===== config.mk =====
export PLATFORM = sky130hd
export DESIGN_NAME = debug_led_ctrl
export DESIGN_NICKNAME = d
export VERILOG_FILES = /design/src/rtl/debug_led_pkg.sv /design/src/rtl/debug_led_ctrl_channel.sv /design/src/rtl/debug_led_ctrl.sv
export SDC_FILE = /design/constraint.sdc
export NUM_CORES = 1
export LEC_CHECK = 0
export CORE_MARGIN = 3
export CORE_UTILIZATION = 55
export DETAILED_ROUTE_END_ITERATION = 8
export PLACE_DENSITY = 0.76
export SYNTH_ARGS = -nofsm -noshare
export SYNTH_HDL_FRONTEND = slang
export SYNTH_SLANG_ARGS = --single-unit
export TNS_END_PERCENT = 5

===== constraint.sdc =====
create_clock -name clk -period 1.58 [get_ports clk]
set_input_delay 0.474 -clock clk [delete_from_list [all_inputs] [get_ports clk]]
set_output_delay 0.474 -clock clk [all_outputs]
set_load 0.1 [all_outputs]

===== src/rtl/debug_led_pkg.sv =====
// Shared types and sizing helpers for the debug LED controller.
package debug_led_pkg;

   localparam int unsigned MODE_W = 3;

   typedef enum logic [MODE_W-1:0] {
      MODE_OFF         = 3'd0,
      MODE_ON          = 3'd1,
      MODE_LEVEL       = 3'd2,
      MODE_STRETCH     = 3'd3,
      MODE_BLINK       = 3'd4,
      MODE_BLINK_GATED = 3'd5,
      MODE_RSVD6       = 3'd6,
      MODE_RSVD7       = 3'd7
   } led_mode_t;

   // Width of a counter that must hold 0..ticks inclusive.
   function automatic int unsigned stretch_w(input int unsigned ticks);
      return (ticks < 1) ? 1 : $clog2(ticks + 1);
   endfunction

   // Width of a counter that must hold 0..n-1, never narrower than one bit.
   function automatic int unsigned cnt_w(input int unsigned n);
      return (n > 1) ? $clog2(n) : 1;
   endfunction

endpackage


===== src/rtl/debug_led_ctrl_channel.sv =====
// One LED channel: input synchroniser, activity stretcher, mode/duty registers
// and the registered pin driver.
module led_channel
   import debug_led_pkg::*;
#(
   parameter int unsigned STRETCH_TICKS = 50,
   parameter int unsigned PWM_W         = 4,
   parameter int unsigned ACTIVE_LOW    = 0,
   parameter int unsigned RESET_MODE    = 2
) (
   input  logic             clk,
   input  logic             rst_n,
   input  logic             i_ch_in,
   input  logic             i_tick,
   input  logic             i_phase,
   input  logic [PWM_W-1:0] i_pwm_cnt,
   input  logic             i_cfg_wr,
   input  logic [2:0]       i_cfg_mode,
   input  logic [PWM_W-1:0] i_cfg_duty,
   output logic             o_led
);

   localparam int unsigned     CNT_W    = stretch_w(STRETCH_TICKS);
   localparam logic [CNT_W-1:0] CNT_LOAD = CNT_W'(STRETCH_TICKS);
   localparam led_mode_t       MODE_RST = led_mode_t'(MODE_W'(RESET_MODE));
   localparam logic            POL      = 1'(ACTIVE_LOW);

   logic             r_sync1;
   logic             r_sync2;
   logic             r_sync_d;
   logic [CNT_W-1:0] r_cnt;
   led_mode_t        r_mode;
   logic [PWM_W-1:0] r_duty;
   logic             r_led;

   logic             w_edge;
   logic             w_raw_on;
   logic             w_pwm_on;

   // Two-flop synchroniser plus one delayed copy for rising-edge detection.
   always_ff @(posedge clk or negedge rst_n) begin
      if (!rst_n) begin
         r_sync1  <= 1'b0;
         r_sync2  <= 1'b0;
         r_sync_d <= 1'b0;
      end else begin
         r_sync1  <= i_ch_in;
         r_sync2  <= r_sync1;
         r_sync_d <= r_sync2;
      end
   end

   assign w_edge = r_sync2 & ~r_sync_d;

   // A config write clears the stretcher; otherwise an edge reloads it even on a tick.
   always_ff @(posedge clk or negedge rst_n) begin
      if (!rst_n) begin
         r_cnt <= '0;
      end else if (i_cfg_wr) begin
         r_cnt <= '0;
      end else if (w_edge) begin
         r_cnt <= CNT_LOAD;
      end else if (i_tick && (r_cnt != '0)) begin
         r_cnt <= r_cnt - CNT_W'(1);
      end
   end

   always_ff @(posedge clk or negedge rst_n) begin
      if (!rst_n) begin
         r_mode <= MODE_RST;
         r_duty <= '1;
      end else if (i_cfg_wr) begin
         r_mode <= led_mode_t'(i_cfg_mode);
         r_duty <= i_cfg_duty;
      end
   end

   // Reserved modes fall through to the default and stay dark.
   always_comb begin
      w_raw_on = 1'b0;
      case (r_mode)
         MODE_ON:          w_raw_on = 1'b1;
         MODE_LEVEL:       w_raw_on = r_sync2;
         MODE_STRETCH:     w_raw_on = (r_cnt != '0);
         MODE_BLINK:       w_raw_on = i_phase;
         MODE_BLINK_GATED: w_raw_on = i_phase & r_sync2;
         default:          w_raw_on = 1'b0;
      endcase
   end

   assign w_pwm_on = (r_duty == '1) | (i_pwm_cnt < r_duty);

   always_ff @(posedge clk or negedge rst_n) begin
      if (!rst_n) begin
         r_led <= POL;
      end else begin
         r_led <= (w_raw_on & w_pwm_on) ^ POL;
      end
   end

   assign o_led = r_led;

endmodule


===== src/rtl/debug_led_ctrl.sv =====
// Multi-channel debug LED controller: shared tick prescaler, blink phase and
// PWM counter, config decode, and one led_channel per output pin.
module debug_led_ctrl
   import debug_led_pkg::*;
#(
   parameter int unsigned NUM_CH        = 8,
   parameter int unsigned TICK_DIV      = 27000,
   parameter int unsigned BLINK_TICKS   = 300,
   parameter int unsigned STRETCH_TICKS = 50,
   parameter int unsigned PWM_W         = 4,
   parameter int unsigned ACTIVE_LOW    = 0,
   parameter int unsigned RESET_MODE    = 2
) (
   input  logic                                   clk,
   input  logic                                   rst_n,
   input  logic [NUM_CH-1:0]                      ch_in,
   input  logic                                   cfg_wr,
   input  logic [$clog2(NUM_CH > 1 ? NUM_CH : 2)-1:0] cfg_ch,
   input  logic [2:0]                             cfg_mode,
   input  logic [PWM_W-1:0]                       cfg_duty,
   output logic [NUM_CH-1:0]                      led_out,
   output logic                                   tick_out,
   output logic                                   heartbeat_out
);

   localparam int unsigned CH_W  = $clog2(NUM_CH > 1 ? NUM_CH : 2);
   localparam int unsigned PRE_W = cnt_w(TICK_DIV);
   localparam int unsigned BLK_W = cnt_w(BLINK_TICKS);

   localparam logic [PRE_W-1:0] PRE_LAST = PRE_W'(TICK_DIV - 1);
   localparam logic [BLK_W-1:0] BLK_LAST = BLK_W'(BLINK_TICKS - 1);

   logic [PRE_W-1:0] r_pre;
   logic             r_tick;
   logic [BLK_W-1:0] r_blk;
   logic             r_phase;
   logic [PWM_W-1:0] r_pwm_cnt;

   logic [PRE_W-1:0] w_pre_nxt;
   logic             w_cfg_ok;
   logic [NUM_CH-1:0] w_ch_wr;
   logic [NUM_CH-1:0] w_led;

   assign w_pre_nxt = (r_pre == PRE_LAST) ? '0 : r_pre + PRE_W'(1);

   // The tick flag is registered alongside the count so it is high exactly
   // while the count sits at its last value.
   always_ff @(posedge clk or negedge rst_n) begin
      if (!rst_n) begin
         r_pre  <= '0;
         r_tick <= 1'b0;
      end else begin
         r_pre  <= w_pre_nxt;
         r_tick <= (w_pre_nxt == PRE_LAST);
      end
   end

   always_ff @(posedge clk or negedge rst_n) begin
      if (!rst_n) begin
         r_blk   <= '0;
         r_phase <= 1'b0;
      end else if (r_tick) begin
         if (r_blk == BLK_LAST) begin
            r_blk   <= '0;
            r_phase <= ~r_phase;
         end else begin
            r_blk <= r_blk + BLK_W'(1);
         end
      end
   end

   always_ff @(posedge clk or negedge rst_n) begin
      if (!rst_n) begin
         r_pwm_cnt <= '0;
      end else begin
         r_pwm_cnt <= r_pwm_cnt + PWM_W'(1);
      end
   end

   // Writes addressed past the last channel are dropped.
   assign w_cfg_ok = cfg_wr & ({1'b0, cfg_ch} < (CH_W + 1)'(NUM_CH));

   for (genvar i = 0; i < NUM_CH; i++) begin : g_ch
      assign w_ch_wr[i] = w_cfg_ok & (cfg_ch == CH_W'(i));

      led_channel #(
         .STRETCH_TICKS (STRETCH_TICKS),
         .PWM_W         (PWM_W),
         .ACTIVE_LOW    (ACTIVE_LOW),
         .RESET_MODE    (RESET_MODE)
      ) u_ch (
         .clk        (clk),
         .rst_n      (rst_n),
         .i_ch_in    (ch_in[i]),
         .i_tick     (r_tick),
         .i_phase    (r_phase),
         .i_pwm_cnt  (r_pwm_cnt),
         .i_cfg_wr   (w_ch_wr[i]),
         .i_cfg_mode (cfg_mode),
         .i_cfg_duty (cfg_duty),
         .o_led      (w_led[i])
      );
   end

   assign led_out       = w_led;
   assign tick_out      = r_tick;
   assign heartbeat_out = r_phase;

endmodule

# Word-level counts from Yosys, hierarchy flattened
# Index checks and enable logic that the tools add are counted.
[classes]
n_reduce_logical = 26
n_mux = 34
n_lt_le_gt_ge = 8
n_bitwise = 49
add_sub_neg = 11
n_eq_ne = 58
[ops]
columns = ["op", "count"]
rows = [
  ["$mux W6", 24],
  ["$eq A3 B3 Y1 const B", 20],
  ["$eq A3 B2 Y1 const B", 18],
  ["$reduce_bool A6 Y1", 8],
  ["$sub A6 B1 Y6 const B", 8],
  ["$pmux W1 S5", 8],
  ["$and A1 B1 Y1", 32],
  ["$eq A4 B4 Y1 const B", 8],
  ["$lt A4 B4 Y1", 8],
  ["$eq A15 B15 Y1 const B", 2],
  ["$eq A3 B1 Y1 const B", 9],
  ["$reduce_bool A3 Y1", 8],
  ["$add A15 B1 Y15 const B", 1],
  ["$mux W15", 1],
  ["$add A9 B1 Y9 const B", 1],
  ["$eq A9 B9 Y1 const B", 1],
  ["$mux W9", 1],
  ["$not A1 Y1", 9],
  ["$logic_and A1 B1 Y1", 8],
  ["$or A1 B1 Y1", 8],
  ["$add A4 B1 Y4 const B", 1],
  ["$logic_not A3 Y1", 1],
  ["$reduce_and A2 Y1", 1],
]
[word_totals]
in_bits = 21
wordCells = 247
ff_bits = 166

# Logic depth before layout (Yosys ltp)
[depth]
ltp_word = 5
depth_mapped = 7

# Hierarchy
# From an unflattened synthesis, not the netlist that was laid out.
[unflattened]
cells_unflattened = 812
area_unflattened_um2 = 8600.7
[by_module_without_submodules]
columns = ["mod", "seq_area_each_um2", "area_per_inst_um2", "instances", "cells_per_inst"]
rows = [
  ["led_channel (g_ch[0].u_ch ...)", 431.7, 883.3, 7, 83],
  ["debug_led_ctrl", 750.7, 1537.7, 1, 152],
  ["led_channel (g_ch[1].u_ch)", 431.7, 879.6, 1, 79],
]

# Least setup slack after synthesis
# No wires, ideal clock.
[synth_path]
path_kind = "register to register"
start = "register r_tick, in the netlist tick_out"
end = "register g_ch[6].u_ch.r_cnt[4]"
stages_incl_launch_ff = 6
t_required_ns = 1.502
path_slack_ns = -0.593
setup_time_ns = 0.078
t_arrival_ns = 2.095
period_less_slack_ns = 2.173
path_cell_list = "dfrtp_1 -> buf_4 -> o21ai_2 -> or4_1 -> xor2_1 -> a21oi_1"
[synth_via]
elab_chain_cells = 2
[synth_rtl]
columns = ["element", "line_no", "rtl"]
rows = [
  ["start: declaration", "debug_led_ctrl.sv:34", "logic r_tick;"],
  ["start signal: assignment", "debug_led_ctrl.sv:54", "r_tick <= (w_pre_nxt == PRE_LAST);"],
  ["$logic_and A1 B1 Y1", "debug_led_ctrl_channel.sv:63", "end else if (i_tick && (r_cnt != '0)) begin"],
  ["$reduce_bool A3 Y1 (no line)", "n/a", ""],
  ["end signal: assignment", "debug_led_ctrl_channel.sv:64", "r_cnt <= r_cnt - CNT_W'(1);"],
  ["end: declaration", "debug_led_ctrl_channel.sv:31", "logic [CNT_W-1:0] r_cnt;"],
]
# Every way passes these cells.
# A chain may end at the register's enable or synchronous reset.

# Final worst setup path
[layout_path]
start = "register r_tick, in the netlist tick_out"
end = "output tick_out"
[layout_rtl]
columns = ["element", "line_no", "rtl"]
rows = [
  ["end: declaration", "debug_led_ctrl.sv:22", "output logic tick_out,"],
]
# No word-level cell between the ends.

==> flow_summary_export.csv <==
group,metric,value,unit
final_layout,drive_gt1_share,30.8,%
timing,timing.final.crit_share,115,%
detailed_routing,ant_nets,0,
worst_setup_path,regToRegStartpoint,"g_ch[0].u_ch.r_cnt[0]",
global_route,first_global_vias,6833,
timing,drv_slew,0,
placed_design,dp.cells,1094,
cts,cts_buffers,17,
timing,relSlewSlack,63.5,%
detailed_routing,drt_first_iter_violations,439,
floorplan,die_height,128,um
synth,syn-instance-count,797,
timing,fin_worst_skew,9.03,ps
detailed_routing,wire_per_inst,17.5,um
worst_setup_path,cp_top_family,"flip-flops",
timing,period_needed,1820,ps
global_route,grt_usage,25.0,%
timing,rsz0062_at_grt,"true",
worst_hold_path,min_path_type,"reg -> reg",
detailed_routing,drc,0,
placed_design,numPortBuffers,30,
synth,ys.flop_type,"dfrtp_1",
floorplan,initial_utilization,57.7,%
cts,clk_path_buf_depth,2,
worst_setup_path,end_kind,"output pin",
placed_design,dpl_worst_slack,-443,ps
power_and_ir_drop,p_sw,0.00351,W
power_and_ir_drop,total_power,0.0118,W
floorplan,rows,43,
synth,synth_fp_nets,862,
detailed_routing,wl,19.9,mm
final_layout,stdcell_count,1137,
synth,ys_ff_latch,166,
final_layout,syn_to_final_growth,30.6,%
power_and_ir_drop,clkPwrFrac,35.9,%
power_and_ir_drop,power_frac_comb,19.8,%
global_route,grt_start_max_net_pins,39,
global_route,grt_pass1_wl,32.4,mm
synth,yosysMostFrequentCell,"dfrtp_1",
power_and_ir_drop,p_leak,4.89,nW
final_layout,utilization,75.4,%
timing,fin_ws,-242,ps
global_route,overflow,0,
global_route,antenna_found_initial,0,
detailed_routing,routed_via_density,5.58,
synth,synth.distinct_cells,40,
power_and_ir_drop,p_int,0.00829,W
worst_setup_path,critical_path_class,"reg -> out",
synth,syn_area,8200,um2
cts,clkLatencyLatePin,440,ps
cts,cts_max_level,4,
synth,netlist.area_leader.share,38.5,%
worst_setup_path,crit_top_cell,"buf_12",
cts,cts_tree,"yes",
power_and_ir_drop,power_frac_seq,44.4,%
synth,async_flop_share,100,%
floorplan,core,14200,um2
synth,avgSynthCellArea,10.3,um2
synth,synth_edf_count,0,
timing,hold_violations,0,
timing,max_freq,549,MHz
final_layout,nets,1009,
placed_design,placed_area,9710,um2
power_and_ir_drop,ir_drop,0.961,mV
floorplan,die_w,128,um
timing,setup_viol,25,
worst_setup_path,critPathArrivalTime,1350,ps
cts,clk_pin_slew,70,ps
worst_setup_path,cp.required,1110,ps
cts,cts_root_buf,"clkbuf_16",
final_layout,diodes,0,
synth,seq_area_frac_synth,51.3,%
outcome,violations,"setup timing",
cts,numClockSinks,166,
synth,synth_common_cells,"dfrtp_1, nand2_1, nor2_1, inv_1",
synth,synth_warnings,0,
timing,worst_pin_slew,548,ps
floorplan,ios,31,
power_and_ir_drop,switching_share,29.8,%
detailed_routing,dr.pass1.iters,5,
job,maxCapViolations,0,
power_and_ir_drop,pwr_density_cell,1100,nW/um2
worst_hold_path,min-delay-start,"g_ch[4].u_ch.r_sync1",
placed_design,gp_congestion,0.875,
synth,synth.area.top_cells,"dfrtp_1, dfstp_2, ha_1",
worst_setup_path,cp-start-kind,"flip-flop",
worst_setup_path,startpoint,"tick_out",
outcome,status,"finished, violations left",
worst_setup_path,crit_chain,"buf_12 > buf_6 > buf_12",
worst_setup_path,critical_path.max_fanout,2,
detailed_routing,vias,6348,
synth,synth.largest_area_cell,"dfrtp_1",
floorplan,dieArea,16400,um2
worst_setup_path,crit_path_max_incr_delay,510,ps
worst_setup_path,crit_buf_inv,3,
placed_design,hpwl,13.3,mm
worst_setup_path,worst_path_max_delay_cell,"dfrtp_4",
final_layout,fin_area,10700,um2
==> cell type report <==
class,count,area [um2]
tap,180,225
clock buffer,18,439
timing repair buffer,157,1540
fill,913,3500
sequential,166,4210
multi-input combinational,552,3940
clock inverter,14,166
inverter,50,188
==> registers in the layout (all words and copies together), names as in the netlist <==
signal              count
r_pre                  15
g_ch.u_ch.r_duty       32
g_ch.u_ch.r_mode       24
g_ch.u_ch.r_sync1       8
g_ch.u_ch.r_sync_d      8
g_ch.u_ch.r_sync2       8
r_blk                   9
r_pwm_cnt               4
heartbeat_out           1
g_ch.u_ch.o_led         8
tick_out                1
g_ch.u_ch.r_cnt        48
==> per-stage QoR <==
step	setup TNS, ps	hold WS [ps]
final	-1490	349
after global routing	-4690	360
after detailed placement	-23150	336
after CTS	-1500	351
after floorplan	-876	178
after global placement	-20800	334
==> timing repair <==
action | in CTS | in global routing
pin swaps | 14 | 13
gates resized for setup | 21 | 49
gates cloned | 0 | 1
hold endpoints to repair | 16 | 0
endpoints found under the setup margin | 41 | 80
hold buffers | 1 | 0
buffers inserted | 3 | 6
==> power groups by stage <==
stage | combinational [W] | sequential, W | clock (W)
2_1_floorplan | 0.00153 | 0.00516 | 0
3_3_place_gp | 0.00215 | 0.00525 | 0
6_report | 0.00233 | 0.00524 | 0.00423
5_1_grt | 0.00252 | 0.00529 | 0.00449
3_5_place_dp | 0.00224 | 0.00529 | 0
4_1_cts | 0.00229 | 0.00523 | 0.00429
==> path summary, 6_finish.rpt <==
path | end | slack [ps] | cells past startpoint
worst min-delay path | g_ch[4].u_ch.r_sync2 | 350 | 0
worst min register to register | g_ch[4].u_ch.r_sync2 | 350 | 0
max in group asynchronous | g_ch[3].u_ch.r_mode[1] | 520 | 3
worst max register to register | g_ch[0].u_ch.r_cnt[4] | -120 | 7
worst max-delay path | tick_out | -240 | 3
min in group asynchronous | g_ch[7].u_ch.r_cnt[2] | 510 | 2
==> cell usage in the layout, fill, tap and decap left out, types with 6 or more instances in the layout <==
master,n
mux2_2,18
o21bai_1,8
inv_2,6
nor3b_1,9
ha_1,40
dfstp_2,40
buf_6,9
o21ai_0,44
xor2_1,19
nand2b_1,30
nor2_1,62
nand4_1,17
a21oi_1,32
nand2_1,87
and3b_1,16
dfrtp_1,124
nand3_1,7
a21o_1,24
nor2b_1,9
xnor2_1,44
inv_1,44
or3_4,9
clkbuf_16,17
buf_4,106
buf_12,22
nor4_2,14
clkdlybuf4s50_1,19
==> per-layer routing <==
| layer | global-route usage, % | part of all wire, % |
|---|---|---|
| met1 | 30.2 | 42 |
| met2 | 43.0 | 51 |
| met3 | 4.96 | 3.8 |
| met4 | 11.7 | 3.3 |
| met5 | 0 | 0 |
==> worst reg2reg max path, cell delays in order (launching register included) <==
cell and delay, ps:
dfrtp_1 370, inv_2 70, ha_4 160, nand2b_4 80, o21ai_4 60, or4_4 560
xor2_2 170, a21oi_2 160
==> cell families after synthesis <==
| logic type | after synthesis | share of synthesized area, % |
|---|---|---|
| buffers and inverters | 79 | 4.23 |
| adder cells (fa/ha/maj) | 44 | 6.72 |
| flip-flops | 166 | 51.3 |
| AO/OA/AOI/OAI | 128 | 9.54 |
| AND/OR/NAND/NOR | 297 | 18.8 |
| XOR/XNOR | 64 | 6.84 |
| multiplexers | 19 | 2.59 |
(Power assumes the default switching activity.)
